[src/rtl/funnel_sched.sv]
// funnel_sched: round-robin selector that steers a funnel onto one input at a
// time. A grant lasts for up to `quantum` dequeues, or until the granted
// input runs dry, whichever comes first.
module funnel_sched #(
  parameter int funnelWidth = 8,
  parameter int quantum     = 4
) (
  input  logic                   CLK,
  input  logic                   nRST,
  input  logic [funnelWidth-1:0] req,
  input  logic                   deq_fire,
  output logic                   select__ENA,
  output logic [31:0]            select_v,
  input  logic                   select__RDY,
  output logic                   grant_valid,
  output logic [3:0]             grant_index,
  output logic                   idle
);

  typedef enum logic [1:0] {IDLE, ISSUE, SETTLE, GRANT} state_t;

  state_t     state, state_nxt;
  logic [3:0] cur, cur_nxt;
  logic [3:0] last, last_nxt;
  logic [3:0] pick, idx;
  logic [7:0] count, count_nxt;
  logic [15:0] req_pad;
  logic       found;

  // Widen req to 16 bits so a 4-bit index covers the vector at any width.
  assign req_pad = 16'(req);

  // Rotating priority search: first set bit at or after last+1, with wrap.
  always_comb begin
    pick  = '0;
    found = 1'b0;
    idx   = '0;
    for (int k = 0; k < funnelWidth; k++) begin
      idx = 4'((int'(last) + 1 + k) % funnelWidth);
      if (!found && req_pad[idx]) begin
        found = 1'b1;
        pick  = idx;
      end
    end
  end

  assign select__ENA = (state == ISSUE);
  assign select_v    = {28'b0, cur};
  assign grant_valid = (state == GRANT) && req_pad[cur];
  assign grant_index = cur;
  assign idle        = (state == IDLE);

  // Next-state and datapath updates for the selection sequence.
  always_comb begin
    state_nxt = state;
    cur_nxt   = cur;
    last_nxt  = last;
    count_nxt = count;
    case (state)
      IDLE: begin
        if (|req) begin
          cur_nxt   = pick;
          state_nxt = ISSUE;
        end
      end
      ISSUE: begin
        if (select__RDY) state_nxt = SETTLE;
      end
      SETTLE: begin
        // Funnel latches the new index this cycle; no dequeue allowed yet.
        count_nxt = '0;
        state_nxt = GRANT;
      end
      GRANT: begin
        if (!req_pad[cur]) begin
          last_nxt  = cur;
          state_nxt = IDLE;
        end else if (deq_fire) begin
          count_nxt = count + 8'd1;
          if (count == 8'(quantum - 1)) begin
            last_nxt  = cur;
            state_nxt = IDLE;
          end
        end
      end
      default: state_nxt = IDLE;
    endcase
  end

  // State register; reset seeds last so the first search starts at index 0.
  always_ff @(posedge CLK) begin
    if (!nRST) begin
      state <= IDLE;
      cur   <= '0;
      count <= '0;
      last  <= 4'(funnelWidth - 1);
    end else begin
      state <= state_nxt;
      cur   <= cur_nxt;
      count <= count_nxt;
      last  <= last_nxt;
    end
  end

endmodule

[config.mk]
export PLATFORM = sky130hd
export DESIGN_NAME = funnel_sched
export DESIGN_NICKNAME = d
export VERILOG_FILES = /design/src/rtl/funnel_sched.sv
export SDC_FILE = /design/constraint.sdc
export NUM_CORES = 1
export LEC_CHECK = 0
export CORE_MARGIN = 2
export CORE_UTILIZATION = 46
export DETAILED_ROUTE_END_ITERATION = 12
export GPL_TIMING_DRIVEN = 1
export PLACE_DENSITY = 0.87
export SKIP_LAST_GASP = 1
export SYNTH_ARGS = -nofsm -noshare
export SYNTH_HDL_FRONTEND = slang
export SYNTH_SLANG_ARGS = --single-unit
[constraint.sdc]
create_clock -name CLK -period 3.2 [get_ports CLK]
set_input_delay 0.48 -clock CLK [delete_from_list [all_inputs] [get_ports CLK]]
set_output_delay 0.48 -clock CLK [all_outputs]
set_load 0.05 [all_outputs]
==> results of run 1 <==
layout make-up:
type / count / share of cell area (%)
multi-input combinational: 199 / 67.4
sequential: 16 / 14.2
timing repair buffer: 27 / 11.6
tap: 52 / 2.88
clock buffer: 4 / 2.43
inverter: 9 / 1.49
synth_stat cells (2+ instances only):
cell type,instances
nand2b_1,5
buf_4,33
nor3_1,4
mux4_2,10
o221ai_1,2
a21oi_1,8
inv_1,8
nand2_1,19
nor4_1,8
buf_6,4
a221oi_1,2
nor2b_1,3
xnor2_1,2
o21ai_0,7
clkbuf_1,2
nand3b_1,2
nand3_1,8
mux2_2,7
o2111ai_1,2
mux2i_1,15
a31oi_1,2
nor2_1,18
xor2_1,6
ha_1,7
o21ai_1,2
dfxtp_1,16
nand4_1,2
buf_2,2
how the worst max path moves through the flow:
stage	end	slack [ns]
2_1_floorplan	grant_index[2]	0.04
3_3_place_gp	grant_index[2]	0.15
3_5_place_dp	grant_index[2]	0.18
4_1_cts	grant_index[2]	0.28
5_1_grt	grant_index[2]	0.06
6_report	grant_index[2]	0.25
state kept, by name, indices dropped and copies added (netlist names):
signal and flops:
state 2, last 3, count 8, grant_index 3
power by group:
part / total, uW / switching, uW / internal, uW
sequential: 277 / 48.9 / 229
clock: 177 / 67.7 / 109
combinational: 1170 / 706 / 462
metal layers:
metal,vias to the layer above,global-route usage (%),part of all wire [%]
met2,111,33.0,48
met1,864,27.3,42
met4,0,7.55,1.9
met5,-,0,0
li1,849,-,-
met3,16,3.80,8.1
cell families (layout without fill, tap and decap cells):
family,after synthesis,after routing,share of synthesized area [%]
flops,16,16,15.4
mux,34,34,23.0
simple gates,79,79,20.5
buf+inv,50,40,16.5
fa+ha+maj,7,7,4.21
compound gates,37,37,13.0
xor+xnor,12,12,7.16
other cells,1,30,0.180
through the flow:
step	cell area [um2]	std cells	hold slack (ns)	util [%]
6_report	2260	307	0.523	52.0
2_1_floorplan	2190	265	0.480	-
3_3_place_gp	2210	303	0.507	50.7
3_5_place_dp	2210	303	0.510	50.7
4_1_cts	2260	307	0.524	52.0
5_1_grt	2260	307	0.582	52.0
critical path, stage by stage, from the launching register on:
cell and delay (ns):
dfxtp_1 0.46, inv_2 0.14, ha_1 0.33, buf_12 0.17, xor3_1 0.37, mux2_2 0.41
nor2b_4 0.21, nand3b_4 0.15, o31ai_4 0.29, a31oi_1 0.08, a221oi_2 0.23
placed cells by master (no fill, tap or decap), types with 3 or more instances in the layout:
| master | instances |
|---|---|
| ha_1 | 7 |
| clkdlybuf4s50_1 | 19 |
| conb_1 | 30 |
| buf_4 | 7 |
| o21ai_0 | 7 |
| xor2_1 | 6 |
| clkbuf_8 | 4 |
| dfxtp_1 | 16 |
| nor3_1 | 4 |
| mux4_2 | 10 |
| nor4_1 | 8 |
| nand3_1 | 8 |
| a21oi_1 | 8 |
| nor2_1 | 18 |
| mux2_2 | 7 |
| nand2_1 | 19 |
| inv_1 | 8 |
| mux2i_1 | 15 |
| nor2b_1 | 3 |
| nand2b_1 | 5 |
==> reports/qor.txt, run 1 <==
Status - completed
Reg-to-reg endpoint - grant_index[2]
Drt wl/cell - 16.7 um
Post-CTS setup buffers - 0
Critical path class - reg -> reg
# nets final - 275
RD Place Congestion - 0.920
Post-synth EDFFs - 0
Flops & latches, synth - 16
Die Span X - 71.3 um
Vias/cell - 5.99
Multi-input logic area - 1530 um2
Root Buffer - clkbuf_8
Final-report hold violation count - 0
Tot Pwr - 1620 uW
Setup repair after global routing missed its margin - no
Total Routing Usage GR - 20.4%
Worst reg2reg path depth - 10
Cell area after synthesis - 2080 um2
Port Buf Inserts - 20
Crit end category - flop
Register Area - 320 um2
LEAKAGE - 0.000999 uW
FMAX - 0.339 GHz
Initial cell density of the core - 47.8%
Layout cell share with drive strength beyond 1 - 15.7%
Clock Pin Slew Worst Setup and Hold Paths - 0.06 ns
Core area - 4350 um2
Die area - 5080 um2
Antenna violations before repair - 0
Worst setup SP type - flop
Pins Over Slew Limit - 0
Post-cts sizing count - 0
Synth area leaders - dfxtp_1, buf_4, mux4_2
Congestion Overflow GR - 0
Io pins - 51
Syn Area/Cell - 8.82 um2
Min cycle time layout - 2.95 ns
Min-Delay Path Class - reg -> reg
Crit path DAT - 3.11 ns
Max-slew headroom - 62.8%
DRC Markers - 0
Fillers - 406
Power density cells - 717 nW/um2
Maximum vdd ir drop - 564 uV
Post-DP HPWL - 3.90 mm
Cells after Synth - 236
Drt first pass iters - 4
Max clock buf depth - 2
Crit share post-route - 92.1%
HP Start - count[7]
Register area share after synthesis - 15.4%
Initial DRC Count - 137
Main synth FF type - dfxtp_1
Asr flop ratio synth - 0%
Reg-to-reg slack, setup - 0.25 ns
First-pass GRT wire length - 8.27 mm
Setup ws final - 0.252 ns
Total CTS buffers - 3
Vias in the first global route - 1679
Final setup viols - 0
Hold endpoint - count[7]
Worst setup path start - last[0]
CTS tree - yes
Worst Path Max Fanout - 24
Worst hold stages - 2
Die height - 71.3 um
Vias - 1840
Row count - 24
Final wirelength - 5.12 mm
Place WS - 0.177 ns
Syn-to-layout area delta - 8.72%
Clock Sinks - 16
Final TNS setup - 0 ns
Tightest Pin Transition - 0.553 ns
Yosys cell types - 58
H-tree depth - 1
CTS Hold Buffers Added - 0
Antenna diode count - 0
Largest net degree at the start of global routing - 25
Worst reg2reg path startpoint - last[0]
Clk Latency, worst-skew pair - 0.25 ns
Post-route clock skew - 0.00248 ns
Yosys top cell by area - dfxtp_1
Max-cap viol count - 0
YS warnings - 0
Req. time, crit path - 3.37 ns
Synth top area share - 15.4%
Final ANT Viol Nets - 0
No activity file was read; power rests on OpenSTA's default activity.
==> run 2, diff against run 1 <==
--- a/config.mk
+++ b/config.mk
@@ -5,6 +5,7 @@
 export SDC_FILE = /design/constraint.sdc
 export NUM_CORES = 1
 export LEC_CHECK = 0
+export CORE_ASPECT_RATIO = 0.8
 export CORE_MARGIN = 2
 export CORE_UTILIZATION = 46
 export DETAILED_ROUTE_END_ITERATION = 12
==> reports/qor.txt, run 2 (synthesized netlist as in run 1, its figures left out) <==
Status - completed
CTS tree - yes
Total CTS buffers - 3
Pins Over Slew Limit - 0
CTS Hold Buffers Added - 0
LEAKAGE - 0.000994 uW
Crit share post-route - 89.0%
Layout cell share with drive strength beyond 1 - 15.7%
# nets final - 275
Fin Hold WS - 0.533 ns
Clock Sinks - 16
Syn-to-layout area delta - 8.42%
Initial DRC Count - 175
Drt wl/cell - 15.3 um
First-pass GRT wire length - 7.79 mm
Final TNS setup - 0 ns
Setup repair after global routing missed its margin - no
Commonest non-fill, non-tap cell in the layout - conb_1
Worst Path Max Fanout - 24
Antenna violations before repair - 0
Crit end category - flop
Clock Pin Slew Worst Setup and Hold Paths - 0.06 ns
Tot Pwr - 1600 uW
Post-DP HPWL - 3.72 mm
Port Buf Inserts - 20
Max-slew headroom - 58.9%
Max clock buf depth - 2
Maximum vdd ir drop - 330 uV
Io pins - 51
Root Buffer - clkbuf_8
Tightest Pin Transition - 0.611 ns
Row count - 21
Max reg flops - 8
Post-route clock skew - 0.00461 ns
Most frequent cells in the layout - conb_1, nand2_1, clkdlybuf4s50_1, nor2_1, dfxtp_1
Crit path DAT - 3.01 ns
Die Span X - 79.2 um
Vias/cell - 5.59
Fillers - 388
Post-CTS setup buffers - 0
Vias - 1744
Antenna diode count - 0
Worst setup SP type - flop
H-tree depth - 1
Min cycle time layout - 2.85 ns
Congestion Overflow GR - 0
Post-cts sizing count - 0
Final cell count without fillers - 312
Final ANT Viol Nets - 0
Max-cap viol count - 0
Top reg by flops - count
Largest net degree at the start of global routing - 25
Reg-to-reg slack, setup - 0.35 ns
Total Routing Usage GR - 19.2%
Die height - 64.2 um
Power density cells - 709 nW/um2
Req. time, crit path - 3.36 ns
Final-report hold violation count - 0
Initial cell density of the core - 48.9%
Placed insts - 308
Final setup viols - 0
FMAX - 0.351 GHz
Min-Delay Path Class - reg -> reg
Clk Latency, worst-skew pair - 0.25 ns
Drt first pass iters - 4
Final wirelength - 4.77 mm
Die area - 5080 um2
RD Place Congestion - 0.999
DRC Markers - 0
Vias in the first global route - 1600
Critical path class - reg -> reg
Core area - 4260 um2
-- run 2: cell counts in the layout (fill, tap and decap cells not counted) --
No cell type changed its count.
-- run 2: stage by stage --
stage,instance area (um2),setup WS [ns],util (%)
3_3_place_gp,2200,0.321,51.7
5_1_grt,2260,0.242,53.0
6_report,2260,0.353,53.0
2_1_floorplan,2190,0.0445,-
4_1_cts,2260,0.371,53.0
3_5_place_dp,2200,0.243,51.7
-- run 2: cell type report --
cell class                 instances  area [um2]  share of cell area, %
clock buffer                       4        55.1                   2.44
tap                               57        71.3                   3.16
sequential                        16         320                   14.2
multi-input combinational        199        1530                   67.6
inverter                           9        33.8                   1.50
timing repair buffer              27         250                   11.1
-- run 2: worst paths after layout --
path                               start        endpoint  depth (start not counted)
worst max-delay path             last[0]  grant_index[2]                         10
worst min-delay path            count[7]        count[7]                          2
worst max register to register   last[0]  grant_index[2]                         10
worst min register to register  count[7]        count[7]                          2
-- run 2: critical path: stages, from the launching register on --
cell	delay, ns
dfxtp_1	0.37
inv_2	0.05
ha_1	0.27
buf_4	0.29
xor3_1	0.45
mux2_2	0.36
nor2b_4	0.20
nand3b_4	0.15
o31ai_4	0.30
a31oi_1	0.08
a221oi_2	0.23
-- run 2: routing by layer --
metal	track usage [%]	share of wire, %	vias to the layer above	wire, um
met5	0	0	-	0
met4	5.17	1.3	0	62
met3	3.53	8.0	6	380
met2	29.0	46	75	2190
met1	27.9	45	816	2130
li1	-	-	847	-
-- run 2: power breakdown --
part | internal (uW) | switching (uW) | leakage, uW
clock network | 109 | 67.4 | 0.0000288
registers | 229 | 44.6 | 0.000130
logic | 450 | 700 | 0.000835
total | 788 | 812 | 0.000994
==> run 3, diff against run 2 <==
--- a/config.mk
+++ b/config.mk
@@ -11,6 +11,7 @@
 export DETAILED_ROUTE_END_ITERATION = 12
 export GPL_TIMING_DRIVEN = 1
 export PLACE_DENSITY = 0.87
+export SETUP_SLACK_MARGIN = 0.3
 export SKIP_LAST_GASP = 1
 export SYNTH_ARGS = -nofsm -noshare
 export SYNTH_HDL_FRONTEND = slang
==> reports/qor.txt, run 3 (synthesized netlist as in run 1, its figures left out) <==
Comb pwr share - 73.1%
Final-report hold violation count - 0
Antenna diode count - 0
Top reg by flops - count
Crit end category - primary output
Commonest non-fill, non-tap cell in the layout - conb_1
Worst hold stages - 2
Drt first pass iters - 5
Power density cells - 698 nW/um2
Worst Path Max Fanout - 7
Final ANT Viol Nets - 0
Total Routing Usage GR - 18.7%
Initial cell density of the core - 48.9%
Most frequent cells in the layout - conb_1, nand2_1, clkdlybuf4s50_1, nor2_1, dfxtp_1
Total CTS buffers - 3
Critical path class - in -> out
Min-Delay Path Class - reg -> reg
Final setup viols - 0
Post-route clock skew - 0.00164 ns
Vias in the first global route - 1578
Die area - 5080 um2
LEAKAGE - 0.000999 uW
Max-slew headroom - 63.2%
Critical Path Max Stage Delay - 0.53 ns
Clock Sinks - 16
Req. time, crit path - 2.72 ns
# nets final - 275
Maximum vdd ir drop - 574 uV
Min cycle time layout - 2.76 ns
Drt wl/cell - 14.9 um
Worst setup SP type - input pin
Clk Latency, worst-skew pair - 0.25 ns
Clock power share - 9.5%
CTS Hold Buffers Added - 0
Setup repair after global routing missed its margin - no
Initial DRC Count - 187
Die height - 64.2 um
Vias - 1821
Net Sw Power - 804 uW
Worst reg2reg path startpoint - last[0]
Vias/cell - 5.86
HP Start - count[7]
Io pins - 51
FMAX - 0.362 GHz
Largest net degree at the start of global routing - 25
Switch share - 51.1%
Reg power frac - 17.3%
CP max stage cell - clkdlybuf4s50_1
Setup ws final - 0.439 ns
H-tree depth - 1
Max clock buf depth - 2
Post-CTS setup buffers - 0
Core area - 4260 um2
Congestion Overflow GR - 0
Die Span X - 79.2 um
Row count - 21
Post-DP HPWL - 3.61 mm
Place WS - 0.156 ns
Tightest Pin Transition - 0.553 ns
Pins Over Slew Limit - 0
Reg-to-reg endpoint - grant_index[2]
Max-cap viol count - 0
Syn-to-layout area delta - 8.42%
Crit share post-route - 86.3%
CTS tree - yes
Port Buf Inserts - 20
Final TNS setup - 0 ns
Antenna violations before repair - 0
Clock Pin Slew Worst Setup and Hold Paths - 0.06 ns
Worst reg2reg path depth - 9
RD Place Congestion - 0.890
Layout cell share with drive strength beyond 1 - 15.4%
Reg-to-reg slack, setup - 0.44 ns
Crit path cell chain - clkdlybuf4s50_1 > mux4_2 > mux2i_1 > nor2b_1 > dlygate4sd2_1
Crit path DAT - 2.28 ns
DRC Markers - 0
P_int - 771 uW
Root Buffer - clkbuf_8
First-pass GRT wire length - 7.65 mm
Status - completed
Final wirelength - 4.62 mm
Max reg flops - 8
Hold endpoint - count[7]
-- run 3: changes by cell type in the layout (fill, tap and decap cells not counted), sizes merged --
| cell | previous run | this run |
|---|---|---|
| clkbuf | 4 | 3 |
| dlygate4sd2 | 0 | 1 |
| buf | 8 | 7 |
-- run 3: critical path: cells and delay by family --
kind	cells	cell delay, ns
simple gates	1	0.10
mux	2	0.74
buf+inv	2	0.96
-- run 3: timing repair --
item                                    CTS  global route
hold endpoints to repair                  0             0
resized for setup                         1             3
endpoints found under the setup margin    1             2
-- run 3: power groups by stage --
stage	clock (uW)	sequential, uW	combinational (uW)
2_1_floorplan	0	306	911
3_3_place_gp	0	275	1110
3_5_place_dp	0	277	1130
4_1_cts	153	272	1130
5_1_grt	164	277	1230
6_report	150	273	1150
-- run 3: layout make-up --
cell class	count	area, um2
Fill cell	406	2000
Multi-Input combinational cell	199	1530
Clock buffer	3	41.3
Sequential cell	16	320
Tap cell	57	71.3
Inverter	9	33.8
Timing Repair Buffer	27	259
-- run 3: per-layer routing --
layer	GRT usage, %	vias to the layer above	wire, um
met5	0	-	0
met3	5.93	6	465
li1	-	846	-
met4	3.88	0	48
met2	25.3	107	1940
met1	28.7	862	2170
-- run 3: worst max-delay path by stage --
stage	startpoint	end
2_1_floorplan	last[0]	grant_index[2]
3_3_place_gp	req[7]	grant_valid
3_5_place_dp	req[7]	grant_valid
4_1_cts	last[0]	grant_index[2]
5_1_grt	last[0]	grant_index[2]
6_report	req[7]	grant_valid
-- run 3: stage by stage --
step	utilization, %	hold slack [ns]	area, um2	cells	total power (uW)
finish	53.0	0.520	2260	311	1580
floorplan	-	0.480	2210	265	1220
global placement	51.9	0.501	2210	308	1390
CTS	52.8	0.523	2250	311	1560
global route	53.0	0.547	2260	311	1680
detailed placement	51.9	0.507	2210	308	1400
